## config.mk

```make
export PLATFORM = sky130hd
export DESIGN_NAME = vga_sync_receiver_flat
export DESIGN_NICKNAME = d
export VERILOG_FILES = /design/src/rtl/vga_sync_if.sv /design/src/rtl/vga_sync_receiver.sv /design/src/flat_wrapper.sv
export SDC_FILE = /design/constraint.sdc
export NUM_CORES = 1
export LEC_CHECK = 0
export ABC_CLOCK_PERIOD_IN_PS = 4000
export BUFFER_PORTS_ARGS = -buffer_cell sky130_fd_sc_hd__buf_2
export CORE_ASPECT_RATIO = 2
export CORE_MARGIN = 3
export CORE_UTILIZATION = 50
export CTS_CLUSTER_DIAMETER = 60
export DETAILED_ROUTE_END_ITERATION = 10
export PLACE_DENSITY = 0.72
export SLEW_MARGIN = 20
export SYNTH_ARGS = -nofsm -noshare
export SYNTH_HDL_FRONTEND = slang
export SYNTH_SLANG_ARGS = --single-unit
```

## constraint.sdc

```tcl
create_clock -name clk -period 4 [get_ports clk]
set_input_delay 0.2 -clock clk [delete_from_list [all_inputs] [get_ports clk]]
set_output_delay 0.2 -clock clk [all_outputs]
set_load 0.05 [all_outputs]
```

## src/rtl/vga_sync_if.sv

```systemverilog
// Sync-in / recovered-position bundle between a VGA timing source and vga_sync_receiver.
// Defining VGA_RX_MEASURE_EN adds the measurement signals meas_hpix, meas_vlines and err_cnt.
interface vga_sync_if #(
    parameter int unsigned pA = 10,
    parameter int unsigned fA = 32
);
    logic          hs;
    logic          vs;
    logic [pA-1:0] pix_x;
    logic [pA-1:0] pix_y;
    logic          pix_v;
    logic [fA-1:0] frame_id;
    logic          lock;
`ifdef VGA_RX_MEASURE_EN
    logic [pA-1:0] meas_hpix;
    logic [pA-1:0] meas_vlines;
    logic [15:0]   err_cnt;

    modport master (output hs, vs,
                    input  pix_x, pix_y, pix_v, frame_id, lock, meas_hpix, meas_vlines, err_cnt);
    modport slave  (input  hs, vs,
                    output pix_x, pix_y, pix_v, frame_id, lock, meas_hpix, meas_vlines, err_cnt);
`else
    modport master (output hs, vs,
                    input  pix_x, pix_y, pix_v, frame_id, lock);
    modport slave  (input  hs, vs,
                    output pix_x, pix_y, pix_v, frame_id, lock);
`endif
endinterface

```

## src/rtl/vga_sync_receiver.sv

```systemverilog
// Recovers pixel/line position from active-low hs/vs, checks geometry and declares lock.
// Optional VGA_RX_MEASURE_EN adds measured line/frame lengths and a lock-loss counter.
module vga_sync_receiver #(
    parameter int unsigned pA          = 10,
    parameter int unsigned fA          = 32,
    parameter int unsigned H_ACTIVE    = 640,
    parameter int unsigned HBP         = 48,
    parameter int unsigned HFP         = 16,
    parameter int unsigned HPW         = 96,
    parameter int unsigned V_ACTIVE    = 480,
    parameter int unsigned VBP         = 33,
    parameter int unsigned VFP         = 10,
    parameter int unsigned VPW         = 2,
    parameter int unsigned LOCK_FRAMES = 2
) (
    input logic       clk,
    input logic       rst,
    vga_sync_if.slave bus
);
    localparam int unsigned HTOTAL = H_ACTIVE + HBP + HFP + HPW;
    localparam int unsigned VTOTAL = V_ACTIVE + VBP + VFP + VPW;
    localparam int unsigned GW     = $clog2(LOCK_FRAMES + 1);

    typedef enum logic [1:0] {SEARCH, ALIGN, LOCKED} state_t;

    state_t        state;
    logic          hs_d1;
    logic          vs_d1;
    logic [pA-1:0] cx;
    logic [pA-1:0] cy;
    logic [GW-1:0] good_cnt;

    logic hrise;
    logic vrise;
    logic cx_end;
    logic cy_end;
    logic bad_line;
    logic bad_frame;
    logic err;
    logic lock_nxt;
    logic in_win;

    // Rising edge of a sync = end of its pulse = start of line/frame.
    assign hrise  = bus.hs & ~hs_d1;
    assign vrise  = bus.vs & ~vs_d1;
    assign cx_end = (cx == pA'(HTOTAL - 1));
    assign cy_end = (cy == pA'(VTOTAL - 1));

    assign bad_line  = (hrise & ~cx_end) | (cx_end & ~hrise);
    assign bad_frame = (vrise & (~hrise | ~cy_end)) | (hrise & cy_end & ~vrise);
    assign err       = bad_line | bad_frame;

    // Mirrors the FSM's next state so lock and pix_v move on the deciding edge.
    assign lock_nxt = ~err & ((state == LOCKED) |
                              ((state == ALIGN) & vrise & (good_cnt == GW'(LOCK_FRAMES - 1))));

    assign in_win = (cx >= pA'(HBP)) && (cx < pA'(HBP + H_ACTIVE)) &&
                    (cy >= pA'(VBP)) && (cy < pA'(VBP + V_ACTIVE));

    // Position counters; reset syncs to high so no edge is seen coming out of reset.
    always_ff @(posedge clk or posedge rst) begin : counters
        if (rst) begin
            hs_d1 <= 1'b1;
            vs_d1 <= 1'b1;
            cx    <= '0;
            cy    <= '0;
        end else begin
            hs_d1 <= bus.hs;
            vs_d1 <= bus.vs;
            if (hrise || cx_end) cx <= '0;
            else                 cx <= cx + pA'(1);
            if (vrise)      cy <= '0;
            else if (hrise) cy <= cy_end ? '0 : cy + pA'(1);
        end
    end

    // Lock FSM with registered position/lock outputs.
    always_ff @(posedge clk or posedge rst) begin : fsm
        if (rst) begin
            state        <= SEARCH;
            good_cnt     <= '0;
            bus.lock     <= 1'b0;
            bus.pix_v    <= 1'b0;
            bus.pix_x    <= '0;
            bus.pix_y    <= '0;
            bus.frame_id <= '0;
        end else begin
            bus.lock  <= lock_nxt;
            bus.pix_v <= lock_nxt & in_win;
            bus.pix_x <= cx - pA'(HBP);
            bus.pix_y <= cy - pA'(VBP);
            unique case (state)
                SEARCH: begin
                    if (vrise) begin
                        state    <= ALIGN;
                        good_cnt <= '0;
                    end
                end
                ALIGN: begin
                    if (err) begin
                        state <= SEARCH;
                    end else if (vrise) begin
                        good_cnt <= good_cnt + GW'(1);
                        if (good_cnt == GW'(LOCK_FRAMES - 1)) state <= LOCKED;
                    end
                end
                LOCKED: begin
                    if (err)        state        <= SEARCH;
                    else if (vrise) bus.frame_id <= bus.frame_id + fA'(1);
                end
                default: state <= SEARCH;
            endcase
        end
    end

`ifdef VGA_RX_MEASURE_EN
    // Last observed line/frame length and saturating count of lock losses.
    always_ff @(posedge clk or posedge rst) begin : measure
        if (rst) begin
            bus.meas_hpix   <= '0;
            bus.meas_vlines <= '0;
            bus.err_cnt     <= '0;
        end else begin
            if (hrise) bus.meas_hpix   <= cx + pA'(1);
            if (vrise) bus.meas_vlines <= cy + pA'(1);
            if ((state == LOCKED) && err && (bus.err_cnt != 16'hFFFF))
                bus.err_cnt <= bus.err_cnt + 16'd1;
        end
    end
`endif

endmodule

```

## src/flat_wrapper.sv

```systemverilog
// flat-port wrapper written by rule: the top's interface ports become plain ports
module vga_sync_receiver_flat 
#(
    parameter int unsigned pA          = 10,
    parameter int unsigned fA          = 32,
    parameter int unsigned H_ACTIVE    = 640,
    parameter int unsigned HBP         = 48,
    parameter int unsigned HFP         = 16,
    parameter int unsigned HPW         = 96,
    parameter int unsigned V_ACTIVE    = 480,
    parameter int unsigned VBP         = 33,
    parameter int unsigned VFP         = 10,
    parameter int unsigned VPW         = 2,
    parameter int unsigned LOCK_FRAMES = 2
)
  (clk, rst, bus_hs, bus_vs, bus_pix_x, bus_pix_y, bus_pix_v, bus_frame_id, bus_lock);
  vga_sync_if #(.pA(pA), .fA(fA)) bus_i ();
  input logic clk;
  input logic rst;
  input wire logic [$bits(bus_i.hs)-1:0] bus_hs;
  input wire logic [$bits(bus_i.vs)-1:0] bus_vs;
  output wire logic [$bits(bus_i.pix_x)-1:0] bus_pix_x;
  output wire logic [$bits(bus_i.pix_y)-1:0] bus_pix_y;
  output wire logic [$bits(bus_i.pix_v)-1:0] bus_pix_v;
  output wire logic [$bits(bus_i.frame_id)-1:0] bus_frame_id;
  output wire logic [$bits(bus_i.lock)-1:0] bus_lock;
  assign bus_i.hs = bus_hs;
  assign bus_i.vs = bus_vs;
  assign bus_pix_x = bus_i.pix_x;
  assign bus_pix_y = bus_i.pix_y;
  assign bus_pix_v = bus_i.pix_v;
  assign bus_frame_id = bus_i.frame_id;
  assign bus_lock = bus_i.lock;
  vga_sync_receiver #(.pA(pA), .fA(fA), .H_ACTIVE(H_ACTIVE), .HBP(HBP), .HFP(HFP), .HPW(HPW), .V_ACTIVE(V_ACTIVE), .VBP(VBP), .VFP(VFP), .VPW(VPW), .LOCK_FRAMES(LOCK_FRAMES)) u_core (.clk(clk), .rst(rst), .bus(bus_i));
endmodule
```

# ---- Word level (Yosys, flattened, before mapping)
# Cells that the tools add are included.
dict set report classes {
  add_sub_neg 6
  magnitude_cmp 4
  eq_ne 11
  n_mux 14
  n_bitwise 23
  n_reduce_logical 10
}
# operator count
set ops {}
lappend ops {{$mux W10} 4}
lappend ops {{$add A32 B1 Y32 const B} 1}
lappend ops {{$add A10 B1 Y10 const B} 2}
lappend ops {{$eq A10 B10 Y1 const B} 2}
lappend ops {{$ge A10 B6 Y1 const B} 2}
lappend ops {{$lt A10 B10 Y1 const B} 2}
lappend ops {{$sub A10 B6 Y10 const B} 2}
lappend ops {{$mux W2} 8}
lappend ops {{$and A1 B1 Y1} 11}
lappend ops {{$reduce_and A4 Y1} 2}
lappend ops {{$not A1 Y1} 7}
lappend ops {{$ne A2 B1 Y1 const B} 3}
lappend ops {{$pmux W2 S3} 1}
lappend ops {{$or A1 B1 Y1} 5}
lappend ops {{$eq A2 B1 Y1 const B} 2}
lappend ops {{$pmux W2 S2} 1}
lappend ops {{$reduce_bool A2 Y1} 2}
lappend ops {{$logic_and A1 B1 Y1} 3}
lappend ops {{$ne A3 B1 Y1 const B} 1}
lappend ops {{$ne A3 B2 Y1 const B} 1}
lappend ops {{$reduce_and A3 Y1} 1}
lappend ops {{$add A2 B1 Y2 const B} 1}
lappend ops {{$eq A2 B2 Y1 const B} 1}
lappend ops {{$logic_not A2 Y1} 1}
lappend ops {{2 further kinds} 2}
dict set report totals {
  register_bits 80
  in_bits 4
  output_inout_bits 54
}

# ---- Logic depth before layout (Yosys ltp)
# Gate-level depths: netlist of run 1.
dict set report logic_depth {
  depth_word 10
  ltp_mapped 12
}

# ---- Worst setup path after synthesis of run 1
# No wires, ideal clock.
dict set report synth_path {
  path_kind {reg-to-reg}
  startpoint {reg u_core.hs_d1}
  endpoint {reg u_core.bus.frame_id[29]}
  arrival_time_ns 2.785
  required_ns 3.856
  setup_slack_ns 1.071
  stages_incl_launch_ff 10
  n_path_buf 1
  path_cell_list {dfstp_2 -> nor2b_1 -> inv_1 -> clkbuf_1 -> ha_1 -> or3b_2 -> nor4_2 -> nand3_1 -> nor4_1 -> xor2_1}
}
dict set report synth_via {
  elab_chain_len 9
  word_cells_on_any_way 14
  classes_between {13 x bitwise; 1 x reduce/logical}
}
# item line
set synth_lines {}
lappend synth_lines {{from (decl)} vga_sync_receiver.sv:27} ;# logic hs_d1;
lappend synth_lines {{from (signal assigned)} vga_sync_receiver.sv:68} ;# hs_d1 <= bus.hs;
lappend synth_lines {{$not A1 Y1 *} vga_sync_receiver.sv:44} ;# assign hrise = bus.hs & ~hs_d1;
lappend synth_lines {{$and A1 B1 Y1 *} vga_sync_receiver.sv:44}
lappend synth_lines {{$not A1 Y1} {vga_sync_receiver.sv:49, vga_sync_receiver.sv:50}}
lappend synth_lines {{$or A1 B1 Y1} vga_sync_receiver.sv:50} ;# assign bad_frame = (vrise & (~hrise | ~cy_end)) | (hrise & cy_end & ~vrise);
lappend synth_lines {{$and A1 B1 Y1} vga_sync_receiver.sv:50}
lappend synth_lines {{$or A1 B1 Y1} vga_sync_receiver.sv:50}
lappend synth_lines {{$or A1 B1 Y1 *} vga_sync_receiver.sv:51} ;# assign err = bad_line | bad_frame;
lappend synth_lines {{$not A1 Y1 (no line) *} --}
lappend synth_lines {{$reduce_and A3 Y1 (no line) *} --}
lappend synth_lines {{to (signal assigned)} vga_sync_receiver.sv:109} ;# else if (vrise) bus.frame_id <= bus.frame_id + fA'(1);
lappend synth_lines {{to (decl)} vga_sync_if.sv:27} ;# output pix_x, pix_y, pix_v, frame_id, lock);
# Mark *: on every way between the ends. The rest lies on a longest branch, timed or not.
# A chain may end at the register's enable or synchronous reset.

# ---- Worst setup path in the final report of run 1
dict set report layout_path {
  startpoint {in bus_hs}
  endpoint {reg u_core.bus.frame_id[29]}
}
dict set report layout_via {
  elab_chain_len 8
  word_cells_on_any_way 13
  classes_between {12 x bitwise; 1 x reduce/logical}
}
# item line
set layout_lines {}
lappend layout_lines {{from (decl)} flat_wrapper.sv:20} ;# input wire logic [$bits(bus_i.hs)-1:0] bus_hs;
lappend layout_lines {{$and A1 B1 Y1 *} vga_sync_receiver.sv:44}
lappend layout_lines {{$not A1 Y1} {vga_sync_receiver.sv:49, vga_sync_receiver.sv:50}}
lappend layout_lines {{$or A1 B1 Y1} vga_sync_receiver.sv:50}
lappend layout_lines {{$and A1 B1 Y1} vga_sync_receiver.sv:50}
lappend layout_lines {{$or A1 B1 Y1} vga_sync_receiver.sv:50}
lappend layout_lines {{$or A1 B1 Y1 *} vga_sync_receiver.sv:51}
lappend layout_lines {{$not A1 Y1 (no line) *} --}
lappend layout_lines {{$reduce_and A3 Y1 (no line) *} --}
# Marks and branches as above.

==> reports/results.txt, run 1 <==
synthesized cell area -> 3700 µm²
register bit total from synthesis -> 80
DP HPWL -> 5460 µm
Reg area -> 2000 µm²
worst relative slew slack -> 52.6%
Final Hold Vio Count -> 32
DRC violations left -> 0
site row count -> 43
via count -> 2,677
first-pass GRT wire length -> 12,400 µm
GR Overflow Total -> 0
sequential fraction of the synthesis area -> 54.1%
largest net degree at the start of global routing -> 60
post-DR wirelength/cell -> 15.0 µm
CP arrival -> 3.70 ns
Vias/cell -> 5.35
routability cong. -> 0.809
Simple-Gate Fraction of Synth Area -> 22.3%
main area contributors after synthesis -> dfrtp_1 (53%), xor2_1 (6.9%), xnor2_1 (5.9%), ha_1 (3.4%), nand3_1 (3.2%)
Worst Skew -> 0.00894 ns
Fill cells -> 602
Synth Area in XOR/XNOR -> 12.8%
width of the die -> 66.8 µm
VDD IR max -> 0.342 mV
largest family of logic cells by synthesized area -> simple AND/OR/NAND/NOR gates
period utilisation layout -> 85.8%
drt pass-1 iters -> 4
# clock sinks -> 80
Leakage -> 2.18 nW
pwr/cell area -> 442 nW/µm²
area grow syn2layout -> 17.7%
CTS tree -> done
CP Class -> in -> reg
fin util -> 61.8%
Final Max Slew Viols -> 0
Antenna Cells -> 0
RSZ-0062 raised after global routing -> no
maxcap violations -> 0
clock period minus worst slack -> 3.43 ns
compound-gate portion of the synthesized area -> 3.85%
top-area cell type share of the netlist area -> 52.7%
Pwr Total -> 0.00193 W
Post-synth EDFFs -> 0
crit path max fanout -> 12
area of the multi-input gates -> 1580 µm²
core region area -> 7050 µm²
Critical-path top delay cell -> dlygate4sd3_1
Setup TNS -> 0 ns
mux cell area share after synthesis -> 0.304%
CP max stage delay -> 0.52 ns
failing checks -> negative hold slack
starting density of the core -> 52.5%
yosys warns -> 0
Distinct cells, synth -> 44
Final setup violation count -> 0
syn_nets -> 361
Worst Path Buf+Inv -> 3
die span in y -> 128 µm
clock buffer depth -> 2
FMAX -> 291 MHz
post-synthesis instance total -> 347
ys flop type -> dfrtp_1
die area -> 8540 µm²
syn_area_per_cell -> 10.7 µm²
FFs w/ async S/R, synth -> 100%
Worst Hold Class -> in -> async
Place WS -> 0.723 ns
CP Cell Sequence -> dlygate4sd3_1, buf_2, nor2b_1, inv_1, ha_1, or3b_2, nor4_2, nand3_1, nor4_1, xor2_1
Crit. End Element -> flop
cell taking the most area after synthesis -> dfrtp_1
vias in the first global route -> 2,642
status -> finished, violations left
Worst-path clk slew -> 0.06 ns
initial antenna violation count -> 0
I/O pin cnt -> 58
share of cells above drive strength 1 -> 19.8%
slew of the pin with the lowest slew margin -> 0.711 ns
CP top delay family -> simple AND/OR/NAND/NOR gates
placed instance area -> 4050 µm²
CTS buffer count -> 9
Adder-Cell Fraction of Synth Area -> 3.38%
CP Launch Type -> input pin
GRT Total Usage -> 19.4%
H-tree level count -> 3
Worst-Skew Late Latency -> 0.34 ns
initial drt markers -> 198
hold_ws -> -0.0178 ns
CTS root buffer -> clkbuf_16
final instance area -> 4360 µm²
Buffers on Ports -> 57
Routed Antenna Nets -> 0
post-route setup slack -> 0.568 ns
Worst Path Required -> 4.27 ns
nets -> 420
final WL -> 7480 µm
worst paths after layout:
check,slack [ns],end,startpoint,cells after the start
max in group asynchronous,3.21,u_core.hs_d1$_DFF_PP1_,rst,3
hold / removal,-0.02,u_core.cy[5]$_DFFE_PP0P_,rst,2
setup / recovery,0.57,u_core.bus.frame_id[29]$_DFFE_PP0P_,bus_hs,10
hold reg to reg,0.45,u_core.bus.pix_x[1]$_DFF_PP0_,u_core.cx[1]$_DFF_PP0_,0
setup reg to reg,0.69,u_core.bus.frame_id[29]$_DFFE_PP0P_,u_core.cx[5]$_DFF_PP0_,11
min in group clk,0.45,u_core.bus.pix_x[1]$_DFF_PP0_,u_core.cx[1]$_DFF_PP0_,0
repair_timing:
| item | 4_1_cts | 5_1_grt |
|---|---|---|
| hold buffers | 2 | 0 |
| resized for setup | 0 | 0 |
| setup buffers | 0 | 0 |
| hold endpoints to repair | 2 | 0 |
through the flow:
step           std cells  hold slack [ns]
6_report             500          -0.0178
3_5_place_dp         483            0.317
4_1_cts              500           0.0988
3_3_place_gp         483            0.318
5_1_grt              500           0.0453
2_1_floorplan        347            0.204
cells in the mapped netlist, types with 2 or more instances:
cell type and instances:
nand3_1 24, clkbuf_1 7, and3_1 9, a21oi_1 5
or3_1 2, nor2b_1 3, nor2_1 23, nor3_1 21
or4b_1 2, dfrtp_1 78, a211oi_1 2, and4_1 2
or3_4 2, nand2_1 27, nand3b_1 3, ha_1 10
o21ai_0 7, dfstp_2 2, xnor2_1 25, and2_1 10
nand4_1 11, nor4_1 5, nand2b_1 2, buf_6 2
inv_1 15, xor2_1 29, or4_1 2
state kept, by name, indices dropped and copies added (netlist names), 2 cells and up:
signal               cells
u_core.bus.frame_id     32
u_core.bus.pix_x        10
u_core.bus.pix_y        10
u_core.cx               10
u_core.cy               10
u_core.good_cnt          2
u_core.state             2
cell type report:
cell class,count,area share [%]
Multi-Input combinational cell,240,36.2
Inverter,15,1.35
Sequential cell,80,46.0
Timing Repair Buffer,60,7.18
Tap cell,90,2.58
Clock inverter,3,0.976
Clock buffer,12,5.66
metal layers:
layer	GRT usage, %	wire length, µm
met1	20.7	2920
met2	34.6	4090
met3	3.86	267
met4	10.2	199
met5	0	0
logic make-up (layout without fill, tap and decap cells):
logic type | count (synthesis) | count (layout)
XOR/XNOR | 54 | 54
flip-flops | 80 | 80
buffers and inverters | 27 | 90
AND/OR/NAND/NOR | 153 | 153
AO/OA/AOI/OAI | 22 | 22
multiplexers | 1 | 1
adder cells (fa/ha/maj) | 10 | 10
power breakdown:
| group | total (W) | switching, W | internal [W] | leakage [nW] |
|---|---|---|---|---|
| combinational | 0.000232 | 0.000174 | 0.0000589 | 1.01 |
| clock | 0.000802 | 0.000306 | 0.000496 | 0.139 |
| sequential | 0.000893 | 0.0000348 | 0.000859 | 1.03 |
placed cells by master (no fill, tap or decap), types with 2 or more instances in the layout:
cell and n:
o21ai_0 7, xor2_1 29, nor4_1 5, a211oi_1 2, nand3_1 24, ha_1 10, a21oi_1 5, nand3b_1 3
nor3_1 21, xnor2_1 25, nor2_1 23, nand2_1 27, and4_1 2, dlygate4sd3_1 2, or3_1 2, and2_1 10
buf_2 57, nand2b_1 2, and3_1 9, inv_1 14, dfrtp_1 78, or4b_1 2, nand4_1 11, or3_4 2
or4_1 2, clkbuf_1 2, nor2b_1 3, clkbuf_16 9, dfstp_2 2
Power figures use the tool's default switching activity.
==> run 2: changes to the inputs <==
--- a/config.mk
+++ b/config.mk
@@ -13,6 +13,7 @@
 export CTS_CLUSTER_DIAMETER = 60
 export DETAILED_ROUTE_END_ITERATION = 10
 export PLACE_DENSITY = 0.72
+export REMOVE_ABC_BUFFERS = 1
 export SLEW_MARGIN = 20
 export SYNTH_ARGS = -nofsm -noshare
 export SYNTH_HDL_FRONTEND = slang
==> run 2 against run 1 <==
The run still ends with negative hold slack left. Via count grew 1.0%. Clock skew shrank 0.0037 ns. Worst hold slack lost 0.018 ns. Global-route usage shrank 0.18 points. Worst setup slack lost 0.075 ns. Sequential share of layout area shrank 0.11 points. Critical path depth is the same. Clock power grew 1%. First-iteration DRC count shrank 11%. Combinational power is essentially flat. Highest routed layer unchanged.
==> reports/results.txt, run 2 (same netlist as run 1, synthesis figures left out) <==
most frequent cells in the layout -> dfrtp_1 (78), buf_2 (57), xor2_1 (29)
CTS Hold Buffers Added -> 2
RSZ-0062 raised after global routing -> no
DRC violations left -> 0
post-CTS sizing -> 0
Worst-path clk slew -> 0.05 ns
vias in the first global route -> 2,696
die span in y -> 128 µm
hold_ws -> -0.0356 ns
Worst Path Required -> 4.25 ns
first-pass GRT wire length -> 12,400 µm
final WL -> 7490 µm
starting density of the core -> 52.5%
max reg flops -> 32
largest net degree at the start of global routing -> 47
worst relative slew slack -> 48.4%
initial antenna violation count -> 0
Fill cells -> 590
FMAX -> 285 MHz
Vias/cell -> 5.40
Final setup violation count -> 0
Final Hold Vio Count -> 27
CP Launch Point -> bus_hs
Top reg by flops -> u_core.bus.frame_id
clock period minus worst slack -> 3.51 ns
CP Class -> in -> reg
CP arrival -> 3.76 ns
Worst Skew -> 0.00521 ns
die area -> 8540 µm²
setup bufs post-CTS -> 0
Buffers on Ports -> 57
CTS buffer count -> 9
status -> finished, violations left
failing checks -> negative hold slack
nets -> 420
routability cong. -> 0.873
post-DR wirelength/cell -> 14.9 µm
via count -> 2,704
# clock sinks -> 80
Setup TNS -> 0 ns
CTS root buffer -> clkbuf_16
crit path max fanout -> 12
Crit. End Element -> flop
I/O pin cnt -> 58
Worst-Skew Late Latency -> 0.33 ns
area of the multi-input gates -> 1580 µm²
slew of the pin with the lowest slew margin -> 0.774 ns
VDD IR max -> 0.372 mV
GRT Total Usage -> 19.2%
Final Max Slew Viols -> 0
drt pass-1 iters -> 4
Reg area -> 2000 µm²
clock buffer depth -> 2
CTS tree -> done
Routed Antenna Nets -> 0
site row count -> 43
pwr/cell area -> 444 nW/µm²
period utilisation layout -> 87.7%
share of cells above drive strength 1 -> 20.0%
Leakage -> 2.19 nW
area grow syn2layout -> 17.9%
core region area -> 7050 µm²
Worst Hold Class -> in -> async
initial drt markers -> 176
DP HPWL -> 5480 µm
Critical R2R Launch -> u_core.cx[5]$_DFF_PP0_
width of the die -> 66.8 µm
GR Overflow Total -> 0
CP Launch Type -> input pin
maxcap violations -> 0
most common cell after layout, fill and taps aside -> dfrtp_1
H-tree level count -> 3
Antenna Cells -> 0
## run 2: report_power, final
part           switching [W]  internal [W]  total [W]
registers          0.0000371      0.000859   0.000896
clock network       0.000295      0.000515   0.000810
logic               0.000172     0.0000591   0.000232
total               0.000505       0.00143    0.00194
## run 2: per-layer routing
layer	vias up	GRT usage, %	share of wire [%]
li1	1299	-	-
met1	1318	20.6	38
met2	69	34.3	55
met3	18	4.39	4.2
met4	0	9.10	2.8
met5	-	0	0
## run 2: area by class of cell
type                    count  share of cell area (%)
repair buffers             60                    7.16
clock buffers              13                    5.96
inverters                  15                    1.32
multi-input cells         240                    36.2
well taps                  90                    2.58
clock inverters             3                   0.917
flip-flops and latches     80                    45.9
## run 2: final timing paths
kind	endpoint	slack (ns)	depth (start not counted)
worst min register to register	u_core.bus.pix_x[3]$_DFF_PP0_	0.46	0
worst max register to register	u_core.bus.frame_id[19]$_DFFE_PP0P_	0.64	11
max in group asynchronous	u_core.bus.frame_id[4]$_DFFE_PP0P_	3.12	3
min in group clk	u_core.bus.pix_x[3]$_DFF_PP0_	0.46	0
worst max-delay path	u_core.bus.frame_id[19]$_DFFE_PP0P_	0.49	10
worst min-delay path	u_core.bus.pix_y[4]$_DFF_PP0_	-0.04	2
## run 2: metrics by stage
step	worst slack, ns	power, W	std cells	util (%)	cell area [µm²]
after detailed placement	0.655	0.00114	483	57.4	4050
after floorplan	1.12	0.00108	335	-	3640
after global routing	0.155	0.00201	501	62.0	4370
after global placement	0.769	0.00114	483	57.4	4050
final	0.492	0.00194	501	62.0	4370
after CTS	0.485	0.00196	501	62.0	4370
## run 2: critical path: stages
cell	delay, ns
dlygate4sd3_1	0.52
buf_2	0.10
nor2b_1	0.30
inv_1	0.26
ha_1	0.41
or3b_2	0.51
nor4_2	0.43
nand3_1	0.46
nor4_1	0.41
xnor2_1	0.16
==> run 3: changes to the inputs <==
--- a/config.mk
+++ b/config.mk
@@ -10,6 +10,7 @@
 export CORE_ASPECT_RATIO = 2
 export CORE_MARGIN = 3
 export CORE_UTILIZATION = 50
+export CTS_BUF_LIST = sky130_fd_sc_hd__clkbuf_8
 export CTS_CLUSTER_DIAMETER = 60
 export DETAILED_ROUTE_END_ITERATION = 10
 export PLACE_DENSITY = 0.72
@@ -18,3 +19,4 @@
 export SYNTH_ARGS = -nofsm -noshare
 export SYNTH_HDL_FRONTEND = slang
 export SYNTH_SLANG_ARGS = --single-unit
+export TNS_END_PERCENT = 50
==> run 3 against run 2 <==
The run now ends clean. Sequential share of layout area rose by 0.98 points. Routed wire length fell by 0.71%. First-iteration DRC count fell by 15%. Total power fell by 11%. Utilization fell by 1.3 points. Worst setup slack improved by 0.068 ns. Design area fell by 2.1%. Cell count rose by 0.20%. Maximum frequency rose by 2.0%. Clock skew rose by 0.0020 ns. Via count fell by 1.1%. Combinational power barely moved. Highest routed layer unchanged.
==> reports/results.txt, run 3 (same netlist as run 1, synthesis figures left out) <==
nets -> 421
first-pass GRT wire length -> 12,300 µm
die span in y -> 128 µm
DRC violations left -> 0
Routed Antenna Nets -> 0
GR Overflow Total -> 0
Worst Path Buf+Inv -> 3
vias in the first global route -> 2,661
Final Max Slew Viols -> 0
largest net degree at the start of global routing -> 47
Final Hold Vio Count -> 0
Worst Path Required -> 4.28 ns
routability cong. -> 0.873
share of cells above drive strength 1 -> 19.9%
CTS root buffer -> clkbuf_8
Setup TNS -> 0 ns
VDD IR max -> 0.308 mV
initial drt markers -> 149
final WL -> 7430 µm
CP Launch Type -> input pin
CP Cell Sequence -> dlygate4sd3_1, buf_2, nor2b_1, inv_1, ha_1, or3b_2, nor4_2, nand3_1, nor4_1, xor2_1
core region area -> 7050 µm²
final instance area -> 4280 µm²
via count -> 2,674
post-route setup slack -> 0.560 ns
Vias/cell -> 5.33
Leakage -> 2.15 nW
drt pass-1 iters -> 4
Buffers on Ports -> 57
crit path max fanout -> 12
Critical-path top delay cell -> dlygate4sd3_1
site row count -> 43
CP max stage delay -> 0.52 ns
area grow syn2layout -> 15.5%
CP top delay family -> simple AND/OR/NAND/NOR gates
worst relative slew slack -> 48.6%
Worst-Skew Late Latency -> 0.35 ns
Crit. End Element -> flop
Top reg by flops -> u_core.bus.frame_id
starting density of the core -> 52.5%
slew of the pin with the lowest slew margin -> 0.771 ns
post-DR wirelength/cell -> 14.8 µm
period utilisation layout -> 86.0%
most common cell after layout, fill and taps aside -> dfrtp_1
clock buffer depth -> 2
Antenna Cells -> 0
CP Class -> in -> reg
GRT Total Usage -> 19.0%
FMAX -> 291 MHz
Place WS -> 0.655 ns
maxcap violations -> 0
Final setup violation count -> 0
initial antenna violation count -> 0
RSZ-0062 raised after global routing -> no
pwr/cell area -> 401 nW/µm²
Worst-path clk slew -> 0.08 ns
status -> finished, final reports clean
most frequent cells in the layout -> dfrtp_1 (78), buf_2 (57), xor2_1 (29)
Worst Skew -> 0.00717 ns
CTS buffer count -> 9
width of the die -> 66.8 µm
# clock sinks -> 80
clock period minus worst slack -> 3.44 ns
I/O pin cnt -> 58
placed instance area -> 4050 µm²
max reg flops -> 32
DP HPWL -> 5480 µm
CTS tree -> done
CP arrival -> 3.72 ns
die area -> 8540 µm²
H-tree level count -> 3
Worst Hold Class -> reg -> reg
[run 3: where the power goes]
group	internal [W]	switching, W	leakage (nW)
combinational	0.0000597	0.000172	1.01
clock	0.000316	0.000274	0.112
sequential	0.000857	0.0000371	1.03
[run 3: path summary, 6_finish.rpt]
kind / from / endpoint / slack, ns / cells past startpoint
worst max-delay path: bus_hs / u_core.bus.frame_id[29]$_DFFE_PP0P_ / 0.56 / 10
worst min-delay path: u_core.cx[3]$_DFF_PP0_ / u_core.bus.pix_x[3]$_DFF_PP0_ / 0.46 / 0
worst max register to register: u_core.cx[5]$_DFF_PP0_ / u_core.bus.frame_id[29]$_DFFE_PP0P_ / 0.67 / 11
worst min register to register: u_core.cx[3]$_DFF_PP0_ / u_core.bus.pix_x[3]$_DFF_PP0_ / 0.46 / 0
max in group asynchronous: rst / u_core.bus.frame_id[4]$_DFFE_PP0P_ / 2.59 / 4
min in group asynchronous: rst / u_core.bus.pix_y[2]$_DFF_PP0_ / 0.50 / 3
[run 3: per-stage QoR]
| step | cells | utilization, % | hold slack (ns) | total power [W] |
|---|---|---|---|---|
| after floorplan | 335 | - | 0.204 | 0.00108 |
| after global placement | 483 | 57.4 | 0.315 | 0.00114 |
| after detailed placement | 483 | 57.4 | 0.317 | 0.00114 |
| after CTS | 502 | 60.7 | 0.468 | 0.00173 |
| after global routing | 502 | 60.7 | 0.481 | 0.00179 |
| final | 502 | 60.7 | 0.458 | 0.00172 |
[run 3: cell type report]
| class | instances | area, µm² |
|---|---|---|
| clock buffer | 11 | 151 |
| clock inverter | 5 | 47.5 |
| fill | 619 | 2770 |
| inverter | 15 | 57.6 |
| multi-input combinational | 240 | 1580 |
| sequential | 80 | 2000 |
| tap | 90 | 113 |
| timing repair buffer | 61 | 323 |
[run 3: repair_timing]
action	in CTS	in global routing
buffers inserted	0	0
resized for setup	0	0
hold buffers	3	0
endpoints found under the hold margin	45	0
[run 3: routing by layer]
layer  GRT usage, %  up-vias  wire length (µm)
li1               -     1299                 -
met1           20.3     1306              2860
met2           33.7       57              4130
met3           4.30       12               290
met4           9.58        0               158
met5              0        -                 0
